### config.mk
export PLATFORM = sky130hd
export DESIGN_NAME = mem_loader
export DESIGN_NICKNAME = d
export VERILOG_FILES = /design/src/rtl/lvg_pkg.sv /design/src/rtl/mem_loader.sv
export SDC_FILE = /design/constraint.sdc
export NUM_CORES = 1
export LEC_CHECK = 0
export ABC_AREA = 1
export ABC_CLOCK_PERIOD_IN_PS = 3300
export CAP_MARGIN = 25
export CORE_UTILIZATION = 49
export DETAILED_ROUTE_END_ITERATION = 16
export HOLD_SLACK_MARGIN = 0.1
export MAX_ROUTING_LAYER = met4
export PLACE_DENSITY = 0.83
export RECOVER_POWER = 100
export SYNTH_ARGS = -nofsm -noshare
export SYNTH_HDL_FRONTEND = slang
export SYNTH_SLANG_ARGS = --single-unit
### constraint.sdc
create_clock -name clk -period 3.3 [get_ports clk]
set_clock_uncertainty 0.1 [all_clocks]
set_input_delay 0.99 -clock clk [delete_from_list [all_inputs] [get_ports clk]]
set_output_delay 0.99 -clock clk [all_outputs]
set_load 0.02 [all_outputs]
### src/rtl/lvg_pkg.sv
// Shared definitions for the head/lvg load path.
// Opcodes, loader state encoding and header field positions.
package lvg_pkg;

  localparam logic [1:0] OP_LOAD_INSTR  = 2'b00;
  localparam logic [1:0] OP_LOAD_WEIGHT = 2'b01;
  localparam logic [1:0] OP_RUN         = 2'b10;
  localparam logic [1:0] OP_HALT        = 2'b11;

  localparam int HDR_OP_HI = 15;
  localparam int HDR_OP_LO = 14;

  typedef enum logic [2:0] {
    S_HDR  = 3'd0,
    S_LEN  = 3'd1,
    S_BASE = 3'd2,
    S_DATA = 3'd3,
    S_DROP = 3'd4
  } ld_state_t;

endpackage

### src/rtl/mem_loader.sv
// Stream-driven loader for instruction and weight memories.
// Packets are range-checked whole before any write; also gates core reset.
module mem_loader
  import lvg_pkg::*;
#(
  parameter int DATA_W       = 16,
  parameter int INSTR_DEPTH  = 256,
  parameter int WEIGHT_DEPTH = 256,
  parameter int IA_W         = $clog2(INSTR_DEPTH),
  parameter int WA_W         = $clog2(WEIGHT_DEPTH)
) (
  input  logic              clk,
  input  logic              rst,
  input  logic              in_valid,
  output logic              in_ready,
  input  logic [DATA_W-1:0] in_data,
  output logic              instr_we,
  output logic [IA_W-1:0]   instr_addr,
  output logic [DATA_W-1:0] instr_wdata,
  output logic              weight_we,
  output logic [WA_W-1:0]   weight_addr,
  output logic [DATA_W-1:0] weight_wdata,
  output logic              core_rst,
  output logic              busy,
  output logic              err
);

  localparam logic [DATA_W:0] L_IDEP =
    (DATA_W+1)'(INSTR_DEPTH);
  localparam logic [DATA_W:0] L_WDEP =
    (DATA_W+1)'(WEIGHT_DEPTH);
  localparam logic [DATA_W-1:0] L_ONE =
    DATA_W'(1);

  ld_state_t         r_state;
  ld_state_t         w_state_nxt;
  logic              r_ready;
  logic              r_tgt;
  logic [DATA_W-1:0] r_len;
  logic [DATA_W-1:0] r_base;
  logic [DATA_W-1:0] r_cnt;
  logic              r_core_rst;
  logic              r_err;
  logic              r_iwe;
  logic [IA_W-1:0]   r_iaddr;
  logic [DATA_W-1:0] r_idata;
  logic              r_wwe;
  logic [WA_W-1:0]   r_waddr;
  logic [DATA_W-1:0] r_wdata;

  logic              w_acc;
  logic [1:0]        w_op;
  logic [DATA_W:0]   w_end;
  logic [DATA_W:0]   w_depth;
  logic              w_rej;
  logic              w_last;
  logic [DATA_W-1:0] w_addr;

  assign w_acc   = in_valid && r_ready;
  assign w_op    = in_data[HDR_OP_HI:HDR_OP_LO];
  assign w_end   = {1'b0, r_len} + {1'b0, in_data};
  assign w_depth = r_tgt ? L_WDEP : L_IDEP;
  assign w_rej   = (w_end > w_depth) || !r_core_rst;
  assign w_last  = (r_cnt == (r_len - L_ONE));
  assign w_addr  = r_base + r_cnt;

  always_ff @(posedge clk) begin
    if (rst) r_state <= S_HDR;
    else     r_state <= w_state_nxt;
  end

  always_comb begin
    w_state_nxt = r_state;
    unique case (r_state)
      S_HDR: begin
        if (w_acc && !w_op[1]) w_state_nxt = S_LEN;
      end
      S_LEN: begin
        if (w_acc) w_state_nxt = S_BASE;
      end
      S_BASE: begin
        if (w_acc) begin
          if (r_len == '0) w_state_nxt = S_HDR;
          else if (w_rej)  w_state_nxt = S_DROP;
          else             w_state_nxt = S_DATA;
        end
      end
      S_DATA, S_DROP: begin
        if (w_acc && w_last) w_state_nxt = S_HDR;
      end
      default: w_state_nxt = S_HDR;
    endcase
  end

  always_ff @(posedge clk) begin
    if (rst) begin
      r_ready    <= 1'b0;
      r_tgt      <= 1'b0;
      r_len      <= '0;
      r_base     <= '0;
      r_cnt      <= '0;
      r_core_rst <= 1'b1;
      r_err      <= 1'b0;
      r_iwe      <= 1'b0;
      r_iaddr    <= '0;
      r_idata    <= '0;
      r_wwe      <= 1'b0;
      r_waddr    <= '0;
      r_wdata    <= '0;
    end else begin
      // one dead cycle after RUN/HALT lets core_rst settle
      r_ready <= !(r_state == S_HDR && w_acc && w_op[1]);
      r_iwe   <= 1'b0;
      r_wwe   <= 1'b0;
      if (w_acc) begin
        unique case (r_state)
          S_HDR: begin
            unique case (1'b1)
              (w_op == OP_RUN): r_core_rst <= 1'b0;
              (w_op == OP_HALT): begin
                r_core_rst <= 1'b1;
                r_err      <= 1'b0;
              end
              default: r_tgt <= w_op[0];
            endcase
          end
          S_LEN: begin
            r_len <= in_data;
            r_cnt <= '0;
          end
          S_BASE: begin
            r_base <= in_data;
            if (w_rej) r_err <= 1'b1;
          end
          S_DATA: begin
            r_cnt <= r_cnt + L_ONE;
            if (r_tgt) begin
              r_wwe   <= 1'b1;
              r_waddr <= w_addr[WA_W-1:0];
              r_wdata <= in_data;
            end else begin
              r_iwe   <= 1'b1;
              r_iaddr <= w_addr[IA_W-1:0];
              r_idata <= in_data;
            end
          end
          S_DROP: r_cnt <= r_cnt + L_ONE;
          default: ;
        endcase
      end
    end
  end

  assign in_ready     = r_ready;
  assign instr_we     = r_iwe;
  assign instr_addr   = r_iaddr;
  assign instr_wdata  = r_idata;
  assign weight_we    = r_wwe;
  assign weight_addr  = r_waddr;
  assign weight_wdata = r_wdata;
  assign core_rst     = r_core_rst;
  assign busy         = (r_state != S_HDR);
  assign err          = r_err;

endmodule

==> results.json <==
{
  "synth_top_area_cell": "dfxtp_1",
  "grt_first_pass_wirelength_mm": 24.28,
  "fin_setup_tns_ns": 0,
  "cp.required_ns": 3.48,
  "drc": 0,
  "cpPeakStageDelay_ns": 0.54,
  "pwr-share-clk": 0.326,
  "layout-drive-gt1-share": 0.06431,
  "first_pass_iters": 6,
  "clockRootBuffer": "clkbuf_16",
  "slew_viol_final": 0,
  "path_delay_family": "simple AND/OR/NAND/NOR gates",
  "power.density_nw_per_um2": 485.2,
  "die_height_um": 108.2,
  "period_needed_ns": 3.147,
  "timing.critical_path.mode_cell": "nand2_1",
  "end_kind": "register",
  "io_pins": 73,
  "synth_largest_type_area_fraction": 0.3514,
  "drv_cap": 0,
  "syn_area_per_cell_um2": 6.603,
  "syn_inst": 837,
  "final_common_cell": "nand2_1",
  "core_area_um2": 10940,
  "design_area_um2": 6858,
  "arrival_ns": 3.33,
  "track_usage": 0.2750,
  "hold_class": "register to register",
  "ys_top_cells_by_area": "dfxtp_1 35%, nand2_1 11%, nor2_1 11%",
  "initial_core_util": 0.5054,
  "cts.sinks": 97,
  "cp_slowest_cell": "clkdlybuf4s50_1",
  "grt_pass1_vias": 5086,
  "ir_drop_mv": 0.3353,
  "p_leak_uw": 0.003524,
  "tightest_slew_ns": 0.8170,
  "area_delta_synth_final_pct": 24.09,
  "place_area_um2": 6570,
  "grt_start_max_net_pins": 42,
  "rsz0062_at_grt": "no",
  "totalWireLength_mm": 14.70,
  "ys_ff_latch": 97,
  "status": "finished clean",
  "insertion_delay_ns": 0.35,
  "drt-wirelength-per-cell_um": 13.70,
  "die_w_um": 108.2,
  "port_buffers": 72,
  "fp.dieArea_um2": 11710,
  "synth_nets": 883,
  "clockBufferDepth": 2,
  "finalHoldViolCount": 0,
  "rows": 38,
  "critPathKind": "primary input to register",
  "postRouteAntennaNets": 0,
  "yosysSeqAreaShare": 0.3514,
  "cp_num_buf_inv": 2,
  "cp_max_fo": 4,
  "finalCritPeriodShare": 0.9537,
  "path_clk_slew_ns": 0.07,
  "max_freq_ghz": 0.3178,
  "swShare": 0.3433,
  "dp_hpwl_mm": 11.22,
  "p_comb_frac": 0.289,
  "yosysUniqueCellTypes": 40,
  "antenna_found_initial": 0,
  "place_congestion": 0.9659,
  "pwr-share-seq": 0.385,
  "numCtsBuffers": 9,
  "fin_cells": 1073,
  "overflow": 0,
  "dp.cells": 1057,
  "route.vias.total": 5616,
  "setup_violations": 0,
  "whs_ns": 0.3740,
  "final_cell_mix": "167 x nand2_1, 161 x nor2_1, 103 x inv_1, 97 x dfxtp_1, 82 x o21ai_0",
  "fin_nets": 974,
  "n_antenna_cell": 0,
  "cts_tree": "yes",
  "syn_area_um2": 5527,
  "hold_buffers": 0,
  "path_cells": "clkdlybuf4s50_1 > ha_1 > a21oi_1 > nand2_1 > a21oi_1 > nand2_1 > nand2_1 > nand2_1 > inv_1 > nand2_1 > nor2_1 > nand3_2 > nand2_1 > nand2_1 > a21oi_1",
  "p_int_uw": 2185,
  "synth_warnings": 0,
  "slew_headroom": 0.4533,
  "fillCellCount": 1046,
  "startpoint_type": "primary input",
  "p_switching_uw": 1142,
  "via_per_inst": 5.234,
  "htree_num_levels": 3,
  "drtIter0Drc": 508
}
[through the flow]
step                      total power, uW  utilization  setup slack, ns
after global routing                 3526       0.6271         0.009494
after floorplan                      1979            -           0.3293
after CTS                            3328       0.6285          0.05932
final                                3327       0.6271           0.1529
after detailed placement             2252       0.6008          -0.2973
after global placement               2235       0.6008          -0.2743
[power by group through the flow]
| stage | Sequential, uW | Clock, uW | Combinational [uW] |
|---|---|---|---|
| after floorplan | 1290 | 0 | 687 |
| after global placement | 1300 | 0 | 931 |
| after detailed placement | 1300 | 0 | 947 |
| after CTS | 1280 | 1100 | 954 |
| after global routing | 1280 | 1150 | 1090 |
| final | 1280 | 1080 | 962 |
[Yosys cell counts (all sizes together)]
cell and count:
nand2 171, nor2 166, inv 103, dfxtp 97, o21ai 82, a21oi 61
nand3 46, ha 25, clkbuf 21, xor2 17, nor3 7, xnor2 6
nand4 5, o21bai 5, buf 4, or2 3, a211oi 2, a31oi 2
fa 2, nand3b 2, a21boi 1, a21o 1, a22oi 1, and2 1
nor3b 1, nor4 1, o21a 1, o22ai 1, o31ai 1, xnor3 1
[per-layer routing]
metal,part of all wire,vias to the layer above,GRT usage,wire length [um]
met5,0,-,-,0
met4,0.018,0,0.09491,262
met3,0.077,27,0.06209,1130
met2,0.45,222,0.4281,6563
met1,0.46,2509,0.3499,6745
li1,-,2858,-,-
[final timing paths]
kind	slack, ns	from	cells after the start	endpoint
worst min register to register	0.37	r_base[0]	2	r_base[0]
worst max-delay path	0.15	in_data[8]	15	r_state[1]
worst min-delay path	0.37	r_base[0]	2	r_base[0]
worst max register to register	0.73	r_len[0]	16	r_state[1]
[cell families (layout without fill, tap and decap cells)]
family / after synthesis / after routing / share of synthesized area
flops: 97 / 97 / 0.3514
compound gates: 158 / 158 / 0.1512
fa+ha+maj: 27 / 27 / 0.06384
buf+inv: 128 / 224 / 0.08807
xor+xnor: 24 / 24 / 0.04052
simple gates: 403 / 403 / 0.3050
[area by class of cell]
type	instances	area, um^2	area share
flip-flops and latches	97	1942	0.2832
well taps	140	175.2	0.02554
inverters	103	386.6	0.05638
clock inverters	6	73.82	0.01076
repair buffers	105	944.7	0.1377
clock buffers	10	229.0	0.03339
multi-input cells	612	3107	0.4530
[worst reg2reg max path: stages, from the launching register on]
cell and delay (ns):
dfxtp_1 0.41, ha_2 0.22, fa_1 0.40, or2_2 0.30
nor2_1 0.11, nand2_1 0.06, nor2_1 0.08, nand2_1 0.06
nor2_1 0.09, nand2_1 0.06, nand2_1 0.06, nand2_1 0.05
nor2_2 0.16, nand3_2 0.09, nand2_1 0.08, nand2_1 0.05
a21oi_1 0.13
[repair_timing]
action	CTS	global route
gates resized for setup	0	6
endpoints found under the setup margin	0	4
setup buffers	0	0
[sequential cells by signal, indices dropped and copies added (netlist names), 3 cells and up]
| signal | count |
|---|---|
| instr_addr | 8 |
| r_cnt | 16 |
| r_base | 8 |
| weight_addr | 8 |
| r_state | 3 |
| instr_wdata | 16 |
| r_len | 16 |
| weight_wdata | 16 |
No activity file was read; power rests on OpenSTA's default activity.
